<file path="config.mk">
export PLATFORM = sky130hd
export DESIGN_NAME = proc_control
export DESIGN_NICKNAME = d
export VERILOG_FILES = /design/src/rtl/proc_defs.sv /design/src/rtl/dec3to8.sv /design/src/rtl/proc_control.sv
export SDC_FILE = /design/constraint.sdc
export NUM_CORES = 1
export LEC_CHECK = 0
export ABC_AREA = 0
export CAP_MARGIN = 30
export CELL_PAD_IN_SITES_DETAIL_PLACEMENT = 1
export CELL_PAD_IN_SITES_GLOBAL_PLACEMENT = 2
export CORE_ASPECT_RATIO = 1.2
export CORE_MARGIN = 5
export CORE_UTILIZATION = 22
export DETAILED_ROUTE_END_ITERATION = 7
export MAX_ROUTING_LAYER = met4
export PLACE_DENSITY = 0.88
export SYNTH_ARGS = -nofsm -noshare
export SYNTH_HDL_FRONTEND = slang
export SYNTH_SLANG_ARGS = --single-unit
</file>
<file path="constraint.sdc">
create_clock -name clock -period 2.37 [get_ports clock]
set_input_delay 0.5925 -clock clock [delete_from_list [all_inputs] [get_ports clock]]
set_output_delay 0.5925 -clock clock [all_outputs]
set_load 0.02 [all_outputs]
</file>
<file path="src/rtl/proc_defs.sv">
// proc_defs: opcodes, timestep encoding and IR field positions shared by the processor blocks.
package proc_defs;

    localparam logic [2:0] OP_MV  = 3'b000;
    localparam logic [2:0] OP_MVI = 3'b001;
    localparam logic [2:0] OP_ADD = 3'b010;
    localparam logic [2:0] OP_SUB = 3'b011;
    localparam logic [2:0] OP_SEQ = 3'b100;
    localparam logic [2:0] OP_SGT = 3'b101;

    typedef enum logic [1:0] {
        T0 = 2'd0,
        T1 = 2'd1,
        T2 = 2'd2,
        T3 = 2'd3
    } tstep_t;

    localparam int OP_MSB = 15;
    localparam int OP_LSB = 13;
    localparam int X_MSB  = 12;
    localparam int X_LSB  = 10;
    localparam int Y_MSB  = 9;
    localparam int Y_LSB  = 7;

endpackage

</file>
<file path="src/rtl/dec3to8.sv">
// dec3to8: 3-bit index to one-hot-8 decoder, all zeros when disabled.
module dec3to8 (
    input  logic       en,
    input  logic [2:0] sel,
    output logic [7:0] y
);

    assign y = en ? (8'b1 << sel) : 8'b0;

endmodule

</file>
<file path="src/rtl/proc_control.sv">
// proc_control: multicycle control FSM sequencing each instruction over timesteps T0-T3.
module proc_control
    import proc_defs::*;
#(
    parameter int DATA_WIDTH = 16
) (
    input  logic                  clock,
    input  logic                  resetn,
    input  logic                  run,
    input  logic [DATA_WIDTH-1:0] din,
    output logic                  ir_in,
    output logic [7:0]            r_in,
    output logic [7:0]            r_out,
    output logic                  a_in,
    output logic                  g_in,
    output logic                  g_out,
    output logic                  din_out,
    output logic                  soma,
    output logic                  add_sub,
    output logic                  comparacao,
    output logic                  maior_menor,
    output logic                  done
);

    tstep_t                state, next_state;
    logic [DATA_WIDTH-1:0] ir;
    logic [2:0]            op, x, y;
    logic                  is_alu, t1, t2, t3;
    logic                  r_in_en, r_out_en, r_out_y;
    logic                  ir_unused;

    assign op        = ir[OP_MSB:OP_LSB];
    assign x         = ir[X_MSB:X_LSB];
    assign y         = ir[Y_MSB:Y_LSB];
    assign ir_unused = ^ir[Y_LSB-1:0];
    assign is_alu    = (op >= OP_ADD) && (op <= OP_SGT);

    always_ff @(posedge clock or negedge resetn) begin
        if (!resetn) begin
            state <= T0;
            ir    <= '0;
        end else begin
            state <= next_state;
            if (state == T0 && run)
                ir <= din;
        end
    end

    always_comb begin
        next_state = (state == T0) ? (run ? T1 : T0) :
                     (state == T1) ? (is_alu ? T2 : T0) :
                     (state == T2) ? T3 : T0;
    end

    assign t1 = (state == T1);
    assign t2 = (state == T2);
    assign t3 = (state == T3);

    always_comb begin
        // ir_in is gated by resetn so a held run cannot leak through while reset is asserted
        ir_in       = resetn && (state == T0) && run;
        r_in_en     = (t1 && (op == OP_MV || op == OP_MVI)) || t3;
        r_out_en    = (t1 && (op == OP_MV || is_alu)) || t2;
        r_out_y     = (t1 && op == OP_MV) || t2;
        a_in        = t1 && is_alu;
        g_in        = t2;
        g_out       = t3;
        din_out     = t1 && (op == OP_MVI);
        soma        = t2 && (op == OP_ADD || op == OP_SUB);
        add_sub     = t2 && (op == OP_SUB);
        comparacao  = t2 && (op == OP_SEQ);
        maior_menor = t2 && (op == OP_SGT);
        done        = (t1 && !is_alu) || t3;
    end

    dec3to8 u_dec_in (
        .en  (r_in_en),
        .sel (x),
        .y   (r_in)
    );

    dec3to8 u_dec_out (
        .en  (r_out_en),
        .sel (r_out_y ? y : x),
        .y   (r_out)
    );

endmodule

</file>
==> reports/summary.txt <==
number of fillers in the final layout: 445
H-tree lvl count: 1
maximum count of clock buffers along a single path: 2
final wirelength: 2990 um
endpoint type of the worst setup path: output port
clock latency reported for the late side of the worst-skew pair: 0.24 ns
VDD IR-drop max: 0.000490 V
Worst Tran Pin Value: 0.304 ns
std cell rows: 24
sequential share of the synthesized area: 0.336
Die Footprint: 5050 um2
# DRC: 0
number of clock buffers inserted by TritonCTS: 3
global routing usage summed across all routing layers: 0.121
number of top-level design ports: 45
Worst path slowest cell: dfrtp_2
netlist area before placement: 820 um2
share of the clock period used by the worst path: 0.968
Unique masters post-synth: 35
Routed Antenna Nets: 0
I/O Buffers: 37
final standard cell count with taps included and fillers excluded: 184
maximum single-stage delay on the critical path: 0.48 ns
synth-to-layout area growth: 66.7%
starting density of the core: 0.227
Hold Path Class: flip-flop to flip-flop
largest net degree at the start of global routing: 13
mean post-synth cell area: 9.11 um2
x dimension of the die: 65.7 um
via count normalized by instance count: 4.90
area used by multi-input combinational logic: 523 um2
DR WL/cell: 16.2 um
list of cells traversed by the critical path: o41a_1 -> o32ai_2 -> buf_2
delay-heaviest family, CP: compound AO/OA/AOI/OAI gates
final period demand of the worst path: 2.29 ns
weighted congestion at the end of routability-driven global placement: 0.920
Post-synth EDFFs: 0
critical path data required time: 1.78 ns
highest-count cells in the layout ignoring fill and taps: 19 x buf_4, 14 x dlygate4sd2_1, 13 x nor2_1
Gate power share: 0.641
Critical Setup Path Class: flip-flop to output port
sequential fraction of design power: 0.250
Switching Power: 0.000833 W
most common library cell in the layout ignoring fill and taps: buf_4
FFs w/ async S/R, synth: 1.00
synthesized instance count: 90
hold_buf cts: 0
worst hold margin: 0.658 ns
number of global-route vias before repair: 949
Iter 0 DRT Violations: 32
clock group share of total power: 0.109
synthesis warning total: 0
chip height: 76.9 um
root buffer cell: clkbuf_8
final number of hold-violating endpoints: 0
global-route wire length before repair: 4710 um
core box area: 3600 um2
CTS tree: done
placed insts: 176
final number of setup-violating endpoints: 0
power density cells: 1300 nW/um2
sequential standard cell area: 279 um2
worst clock skew: 0.00351 ns
vias after detailed routing: 901
Pre-antenna DRT Iters: 4
Worst Path Arrival: 1.70 ns
leakage power total: 0.633 nW
clock slew at the register clock pins of the worst setup and hold paths: 0.05 ns
Diodes inserted: 0
count of final max-slew check failures: 0
outcome: finished clean
Sw Share: 0.471
Max-slew headroom: 0.797
proportion of layout cells with a drive suffix above 1: 0.372
Overflow after GRT: 0
peak fanout along the critical path: 7
number of buffers and inverters on the critical path: 1
antenna violations before repair: 0
Final Net Count: 165
clock sink count: 11
Max-cap violations: 0
Post-Syn Nets: 109
Critical Path Source Type: flip-flop
Synth Flop Type: dfrtp_1
highest clock frequency the design can meet: 436 MHz
DP Wirelength: 2290 um
count of state elements after synthesis: 11
Internal: 0.000937 W
[cells in the mapped netlist, types with 2 or more instances]
cell,instances,area (um2)
nor2_1,13,48.8
dfrtp_1,11,275
mux2_2,6,67.6
nand2_1,6,22.5
and2_1,4,25.0
o21ai_0,4,20.0
o32ai_1,4,35.0
inv_1,3,11.3
nand2b_1,3,18.8
nor3b_1,3,22.5
o22ai_1,3,18.8
a21oi_1,2,10.0
buf_2,2,10.0
buf_6,2,22.5
nand3_1,2,10.0
nor2b_1,2,12.5
o211ai_1,2,15.0
[per-stage QoR]
step           utilization  area, um2  total power, W  setup TNS [ns]  worst slack (ns)
4_1_cts              0.384       1380         0.00175               0           0.00688
3_3_place_gp         0.364       1310         0.00151          -0.953            -0.256
2_1_floorplan            -        820         0.00105               0             0.150
3_5_place_dp         0.364       1310         0.00155           -1.16            -0.270
6_report             0.379       1370         0.00177               0            0.0760
5_1_grt              0.379       1370         0.00190         -0.0267           -0.0193
[state kept, by name (all words and copies together), names as in the netlist, named ones only]
register  count
state         1
ir            9
[cells by family (layout without fill, tap and decap cells)]
kind of cell	after synthesis	after routing	share of synthesized area
AND/OR/NAND/NOR	41	41	0.304
flip-flops	11	11	0.336
buffers and inverters	9	64	0.0672
AO/OA/AOI/OAI	21	21	0.189
XOR/XNOR	2	2	0.0214
multiplexers	6	6	0.0824
[cell type report]
type	count	area share
clock buffers	3	0.0302
clock inverters	1	0.00366
multi-input cells	70	0.383
inverters	4	0.0110
repair buffers	56	0.332
flip-flops and latches	11	0.204
well taps	39	0.0357
[layer usage]
metal,up-vias,share of wire,global-route usage,routed length [um]
li1,435,-,-,-
met1,434,0.41,0.139,1220
met2,26,0.54,0.216,1600
met3,6,0.040,0.0132,121
met4,0,0.014,0.0394,42
met5,-,0,-,0
[path summary, 6_finish.rpt]
check	cells after the start	from	slack [ns]	endpoint
setup / recovery	3	ir[15]	0.08	r_out[4]
hold / removal	1	ir[11]	0.66	ir[11]
setup reg to reg	5	flip-flop	0.78	ir[14]
hold reg to reg	1	ir[11]	0.66	ir[11]
max in group asynchronous	2	resetn	1.52	state[0]
min in group asynchronous	2	resetn	0.69	ir[12]
[timing repair]
| item | CTS | global route |
|---|---|---|
| endpoints found under the setup margin | 25 | 11 |
| pin swaps | 2 | 1 |
| setup buffers | 4 | 0 |
| resized for setup | 50 | 15 |
[power groups by stage]
| stage | clock [W] | combinational (W) | sequential [W] |
|---|---|---|---|
| floorplan | 0 | 0.000690 | 0.000359 |
| global placement | 0 | 0.00108 | 0.000431 |
| detailed placement | 0 | 0.00111 | 0.000436 |
| CTS | 0.000200 | 0.00112 | 0.000434 |
| global route | 0.000207 | 0.00123 | 0.000464 |
| finish | 0.000193 | 0.00113 | 0.000443 |
No activity file was read; power rests on OpenSTA's default activity.
